## src/rtl/pipe_ctrl_pkg.sv

```systemverilog
// Shared types and control-word constants for the pipeline stall/flush sequencer.
package pipe_ctrl_pkg;

  localparam int DMEM_TIMEOUT_DEF = 64;

  typedef enum logic [1:0] {RUN, DWAIT, IWAIT} pipe_state_e;

  typedef struct packed {
    logic en;
    logic flush;
  } stage_ctrl_t;

  typedef struct packed {
    logic        pc_en;
    stage_ctrl_t if_id;
    stage_ctrl_t id_exe;
    stage_ctrl_t exe_mem;
    stage_ctrl_t mem_wb;
  } pipe_ctrl_t;

  // en = {pc, if_id, id_exe, exe_mem, mem_wb}, flush = {if_id, id_exe, exe_mem, mem_wb}
  function automatic pipe_ctrl_t mk_ctrl(input logic [4:0] en, input logic [3:0] flush);
    pipe_ctrl_t c;
    c.pc_en   = en[4];
    c.if_id   = '{en: en[3], flush: flush[3]};
    c.id_exe  = '{en: en[2], flush: flush[2]};
    c.exe_mem = '{en: en[1], flush: flush[1]};
    c.mem_wb  = '{en: en[0], flush: flush[0]};
    return c;
  endfunction

  localparam pipe_ctrl_t CTRL_ADV    = mk_ctrl(5'b11111, 4'b0000);
  localparam pipe_ctrl_t CTRL_FREEZE = mk_ctrl(5'b00000, 4'b0001);
  localparam pipe_ctrl_t CTRL_BRANCH = mk_ctrl(5'b11111, 4'b1110);
  localparam pipe_ctrl_t CTRL_BUBBLE = mk_ctrl(5'b00111, 4'b0100);
  localparam pipe_ctrl_t CTRL_DROP   = mk_ctrl(5'b01111, 4'b1000);
  localparam pipe_ctrl_t CTRL_RST    = mk_ctrl(5'b00000, 4'b1111);

endpackage

```

## src/rtl/dmem_wait_timer.sv

```systemverilog
// Counts cycles spent waiting on a data access; saturates at DMEM_TIMEOUT and flags expiry.
module dmem_wait_timer
  import pipe_ctrl_pkg::*;
#(
  parameter int DMEM_TIMEOUT = DMEM_TIMEOUT_DEF,
  parameter int CNT_W        = 16
) (
  input  logic             clk,
  input  logic             reset,
  input  logic             start,
  input  logic             clear,
  output logic [CNT_W-1:0] cnt,
  output logic             expire
);

  localparam logic [CNT_W-1:0] LIMIT = CNT_W'(DMEM_TIMEOUT);

  logic [CNT_W-1:0] r_cnt;

  // NOTE: sequential state uses non-blocking assignments so every flop samples pre-edge values.
  always_ff @(posedge clk or posedge reset) begin
    if (reset) begin
      r_cnt <= '0;
    end else if (clear) begin
      r_cnt <= '0;
    end else if (start) begin
      r_cnt <= CNT_W'(1);
    end else if (r_cnt != '0 && r_cnt != LIMIT) begin
      r_cnt <= r_cnt + CNT_W'(1);
    end
  end

  assign cnt    = r_cnt;
  assign expire = (r_cnt == LIMIT);

endmodule

```

## src/rtl/pipeline_ctrl.sv

```systemverilog
// Stall/flush sequencer for the 5-stage pipeline: memory waits, data timeout, wrong-path discard.
// Optional PIPE_PERF_CNT_EN adds stall-cycle and branch-redirect counters.
module pipeline_ctrl
  import pipe_ctrl_pkg::*;
#(
  parameter int DMEM_TIMEOUT = DMEM_TIMEOUT_DEF,
  parameter int CNT_W        = 16
) (
  input  logic        clk,
  input  logic        reset,
  input  logic        load_hazard,
  input  logic        branch_hazard,
  input  logic        imem_stall,
  input  logic        dmem_req_mem,
  input  logic        dmem_ack,
  output logic        pc_en,
  output logic        if_id_en,
  output logic        id_exe_en,
  output logic        exe_mem_en,
  output logic        mem_wb_en,
  output logic        if_id_flush,
  output logic        id_exe_flush,
  output logic        exe_mem_flush,
  output logic        mem_wb_flush,
  output logic        dmem_timeout,
  output logic [31:0] stall_cycles,
  output logic [31:0] flush_events
);

  pipe_state_e      r_state, w_state_nxt;
  logic             r_drop, w_drop_nxt;
  pipe_ctrl_t       w_ctrl;
  logic             w_timeout;
  logic             w_tmr_start, w_tmr_clear, w_tmr_expire, w_time_up;
  logic             w_front_end, w_branch_ok;
  logic [CNT_W-1:0] w_tmr_cnt;

  dmem_wait_timer #(
    .DMEM_TIMEOUT(DMEM_TIMEOUT),
    .CNT_W       (CNT_W)
  ) u_timer (
    .clk   (clk),
    .reset (reset),
    .start (w_tmr_start),
    .clear (w_tmr_clear),
    .cnt   (w_tmr_cnt),
    .expire(w_tmr_expire)
  );

  // The counter is nonzero only while an access is being timed.
  assign w_time_up = w_tmr_expire && (w_tmr_cnt != '0);

  // NOTE: every always_comb output gets a default first, so no path can infer a latch.
  always_comb begin
    w_ctrl      = CTRL_ADV;
    w_state_nxt = r_state;
    w_drop_nxt  = r_drop;
    w_timeout   = 1'b0;
    w_tmr_start = 1'b0;
    w_tmr_clear = 1'b0;
    w_front_end = 1'b0;
    w_branch_ok = 1'b0;

    case (r_state)
      DWAIT: begin
        if (dmem_ack || w_time_up) begin
          w_timeout   = !dmem_ack;
          w_tmr_clear = 1'b1;
          w_front_end = 1'b1;
        end else begin
          w_ctrl = CTRL_FREEZE;
        end
      end
      default: begin
        if (dmem_req_mem && !dmem_ack) begin
          w_ctrl      = CTRL_FREEZE;
          w_state_nxt = DWAIT;
          w_tmr_start = 1'b1;
        end else begin
          w_front_end = 1'b1;
          w_branch_ok = 1'b1;
        end
      end
    endcase

    // Front-end decision shared by RUN, IWAIT and the cycle that leaves DWAIT.
    if (w_front_end) begin
      if (w_branch_ok && branch_hazard) begin
        w_ctrl      = CTRL_BRANCH;
        w_drop_nxt  = imem_stall;
        w_state_nxt = imem_stall ? IWAIT : RUN;
      end else if (imem_stall) begin
        w_ctrl      = CTRL_BUBBLE;
        w_state_nxt = IWAIT;
      end else if (r_drop) begin
        w_ctrl      = CTRL_DROP;
        w_drop_nxt  = 1'b0;
        w_state_nxt = RUN;
      end else begin
        w_ctrl      = load_hazard ? CTRL_BUBBLE : CTRL_ADV;
        w_state_nxt = RUN;
      end
    end

    if (reset) begin
      w_ctrl    = CTRL_RST;
      w_timeout = 1'b0;
    end
  end

  always_ff @(posedge clk or posedge reset) begin
    if (reset) begin
      r_state <= RUN;
      r_drop  <= 1'b0;
    end else begin
      r_state <= w_state_nxt;
      r_drop  <= w_drop_nxt;
    end
  end

  assign pc_en         = w_ctrl.pc_en;
  assign if_id_en      = w_ctrl.if_id.en;
  assign id_exe_en     = w_ctrl.id_exe.en;
  assign exe_mem_en    = w_ctrl.exe_mem.en;
  assign mem_wb_en     = w_ctrl.mem_wb.en;
  assign if_id_flush   = w_ctrl.if_id.flush;
  assign id_exe_flush  = w_ctrl.id_exe.flush;
  assign exe_mem_flush = w_ctrl.exe_mem.flush;
  assign mem_wb_flush  = w_ctrl.mem_wb.flush;
  assign dmem_timeout  = w_timeout;

`ifdef PIPE_PERF_CNT_EN
  logic [31:0] r_stall_cycles, r_flush_events;
  logic        w_redirect;

  assign w_redirect = (w_ctrl == CTRL_BRANCH);

  always_ff @(posedge clk or posedge reset) begin
    if (reset) begin
      r_stall_cycles <= '0;
      r_flush_events <= '0;
    end else begin
      if (!w_ctrl.pc_en) r_stall_cycles <= r_stall_cycles + 32'd1;
      if (w_redirect)    r_flush_events <= r_flush_events + 32'd1;
    end
  end

  assign stall_cycles = r_stall_cycles;
  assign flush_events = r_flush_events;
`else
  assign stall_cycles = '0;
  assign flush_events = '0;
`endif

endmodule
```

## config.mk

```make
export PLATFORM = sky130hd
export DESIGN_NAME = pipeline_ctrl
export DESIGN_NICKNAME = d
export VERILOG_FILES = /design/src/rtl/pipe_ctrl_pkg.sv /design/src/rtl/dmem_wait_timer.sv /design/src/rtl/pipeline_ctrl.sv
export SDC_FILE = /design/constraint.sdc
export NUM_CORES = 1
export LEC_CHECK = 0
export BUFFER_PORTS_ARGS = -buffer_cell sky130_fd_sc_hd__buf_2
export CORE_MARGIN = 2
export CORE_UTILIZATION = 42
export CTS_CLUSTER_DIAMETER = 50
export CTS_CLUSTER_SIZE = 14
export DETAILED_ROUTE_END_ITERATION = 8
export GPL_ROUTABILITY_DRIVEN = 0
export HOLD_SLACK_MARGIN = 0.15
export PLACE_DENSITY = 0.77
export SLEW_MARGIN = 5
export SYNTH_ARGS = -nofsm -noshare
export SYNTH_HDL_FRONTEND = slang
export SYNTH_SLANG_ARGS = --single-unit
```

## constraint.sdc

```tcl
create_clock -name clk -period 1.6 [get_ports clk]
set_input_delay 0.16 -clock clk [delete_from_list [all_inputs] [get_ports clk]]
set_output_delay 0.16 -clock clk [all_outputs]
set_load 0.01 [all_outputs]
```

==> results.sh <==
export IMPL_status="complete, but fails checks"
export IMPL_violations="setup timing"
export IMPL_grt_antenna_before_repair=0
export IMPL_portBuffers=16
export IMPL_ys_seq_elements=19
export IMPL_timing_rr_start="u_timer.cnt[15]"
export IMPL_synth_cell_area_um2=1670
export IMPL_fmax_mhz=494
export IMPL_grt_pass1_vias=1035
export IMPL_clkLatencyLatePin_ns=0.26
export IMPL_yosysSeqAreaShare_pct=28.4
export IMPL_synthSimpleGateAreaFrac_pct=20.7
export IMPL_core_area_um2=3740
export IMPL_end_kind="output pin"
export IMPL_layout_setup_ws_ns=-0.425
export IMPL_start_util_pct=44.7
export IMPL_yosys_warnings=0
export IMPL_cp_max_fo=4
export IMPL_synth_top_area_share_pct=29.6
export IMPL_synthArstFlopShare_pct=100
export IMPL_finClkSkew_ns=0.00438
export IMPL_n_antenna_cell=0
export IMPL_cp_num_buf_inv=1
export IMPL_routed_wl_mm=3.34
export IMPL_synth_top_family_by_area="buffers and inverters"
export IMPL_cts_sinks=19
export IMPL_critPathArrivalTime_ns=1.87
export IMPL_cts_buffers=3
export IMPL_syn_to_final_growth_pct=21.5
export IMPL_hold_path_startpoint="imem_stall"
export IMPL_cp_data_required_time_ns=1.44
export IMPL_drive_above_1_share_pct=35.7
export IMPL_cts_tree="yes"
export IMPL_finalMaxSlewViolations=0
export IMPL_synth_top_cell_by_area="buf_4"
export IMPL_p_per_area_nw_per_um2=949
export IMPL_p_total_mw=1.93
export IMPL_fp_dieW_um=67.1
export IMPL_ir_drop_v=0.000461
export IMPL_drc=0
export IMPL_grt_use_total_pct=14.5
export IMPL_cp_slowest_cell="dfrtp_1"
export IMPL_placedCellCount=283
export IMPL_cts_htree_levels=1
export IMPL_min_period_over_period_pct=127
export IMPL_hold_viol=0
export IMPL_dp_final_hpwl_mm=2.36
export IMPL_timing_final_crit_period_ns=2.03
export IMPL_setup_viol=11
export IMPL_p_leak_nw=0.944
export IMPL_synth_distinct_cells=33
export IMPL_synthMostInstantiatedCell="buf_4"
export IMPL_instances_no_fill=292
export IMPL_path_clk_slew_ns=0.07
export IMPL_rsz0062_at_grt="true"
export IMPL_grt_pass1_wl_mm=4.90
export IMPL_synth_cells=197
export IMPL_cts_root_buf="clkbuf_8"
export IMPL_synth_compound_area_share_pct=8.83
export IMPL_cp_top_family="simple AND/OR/NAND/NOR gates"
export IMPL_syn_avg_cell_area_um2=8.49
export IMPL_crit_chain="nor4_4, and4_4, a211oi_4, or3_1, buf_2"
export IMPL_boundaryPins=81
export IMPL_drt_first_iter_violations=51
export IMPL_critPathLaunch="u_timer.cnt[14]"
export IMPL_muxShareOfSynthArea_pct=0
export IMPL_detail_route_wl_per_cell_um=11.4
export IMPL_vias=1308
export IMPL_nets=254
export IMPL_path_class="flip-flop to output pin"
export IMPL_synthTopCellsByCount="buf_4, dfrtp_1, nor2_1"
export IMPL_synth_area_top_cells="buf_4, dfrtp_1, xnor2_1"
export IMPL_synth_xor_area_share_pct=7.33
export IMPL_die_h_um=67.1
export IMPL_hold_class="input pin to flip-flop"
export IMPL_grt_max_degree=16
export IMPL_worstSetupStartpointType="flip-flop"
export IMPL_die_area_um2=4500
export IMPL_via_per_inst=4.48
export IMPL_ant_nets=0
export IMPL_synthAdderAreaFrac_pct=1.50
export IMPL_critPathMaxStageDelay_ns=0.41
export IMPL_synth_edf_count=0
export IMPL_synthFlopType="dfrtp_1"
export IMPL_rows=22
export IMPL_max_cap_violations=0
export IMPL_grt_remaining_overflow=0
export IMPL_first_pass_iters=4
export IMPL_clockBufferDepth=2
==> cell usage in the layout, fill, tap and decap left out, types with 6 or more instances in the layout <==
cell type / count
buf_2: 16
nand2_1: 8
conb_1: 64
nor2_4: 9
nor3_1: 6
xnor2_1: 13
dfrtp_1: 19
inv_1: 7
buf_4: 29
==> what timing repair did <==
action                                  4_1_cts  5_1_grt
gates resized for setup                      10       33
hold buffers                                  2        0
buffers inserted                              4        0
endpoints found under the setup margin       11       28
endpoints found under the hold margin         4        0
cloned                                        0        0
pin swaps                                     7       15
==> sequential cells by signal, indices dropped and copies added, names as in the netlist <==
name         flops
r_state          2
r_drop           1
u_timer.cnt     16
==> per-layer routing <==
metal / part of all wire (%) / GRT usage (%) / routed length (um) / vias up
met4: 1.2 / 5.36 / 41 / 0
met5: 0 / 0 / 0 / -
met1: 41 / 18.9 / 1360 / 618
li1: - / - / - / 628
met2: 52 / 24.1 / 1730 / 57
met3: 6.1 / 2.03 / 202 / 5
==> cell type report <==
class / count / area (um^2)
clock buffers: 3 / 41.3
clock inverters: 1 / 5.00
fillers: 353 / 1710
inverters: 8 / 30.0
multi-input cells: 163 / 1060
flip-flops and latches: 19 / 475
well taps: 48 / 60.1
repair buffers: 50 / 360
==> through the flow <==
| stage | hold slack (ns) | worst slack, ns | TNS, ns | utilization [%] | cell area [um^2] |
|---|---|---|---|---|---|
| after global placement | 0.169 | -0.165 | -0.917 | 47.3 | 1770 |
| final | 0.190 | -0.425 | -3.38 | 54.3 | 2030 |
| after floorplan | 0.139 | -0.0287 | -0.0787 | - | 1940 |
| after CTS | 0.179 | -0.423 | -3.21 | 50.9 | 1900 |
| after detailed placement | 0.173 | -0.209 | -1.22 | 47.3 | 1770 |
| after global routing | 0.212 | -0.500 | -5.51 | 54.3 | 2030 |
==> worst reg2reg max path, stage by stage (launching register included) <==
cell	delay (ns)
dfrtp_1	0.42
nor4_4	0.31
buf_4	0.15
nand4_1	0.12
buf_4	0.19
buf_6	0.11
a311o_1	0.25
==> report_power, final <==
part	switching [mW]	total, mW	internal, mW	leakage (nW)
Sequential	0.0289	0.557	0.528	0.257
Clock	0.170	0.344	0.174	0.0255
Combinational	0.562	1.03	0.467	0.661
Total	0.762	1.93	1.17	0.944
==> final timing paths <==
path / end / slack (ns) / cells past startpoint
worst min register to register: r_drop / 0.62 / 2
min in group asynchronous: r_drop / 0.51 / 3
worst max register to register: u_timer.cnt[0] / -0.07 / 6
worst max-delay path: mem_wb_flush / -0.43 / 5
worst min-delay path: r_state[1] / 0.19 / 3
max in group asynchronous: u_timer.cnt[8] / 0.79 / 4
==> kinds of logic (layout without fill, tap and decap cells) <==
logic type / Yosys count / count (layout)
buffers and inverters: 78 / 62
AND/OR/NAND/NOR: 65 / 65
flip-flops: 19 / 19
AO/OA/AOI/OAI: 18 / 18
XOR/XNOR: 14 / 14
adder cells (fa/ha/maj): 2 / 2
other: 1 / 64
No activity file was read; power rests on OpenSTA's default activity.
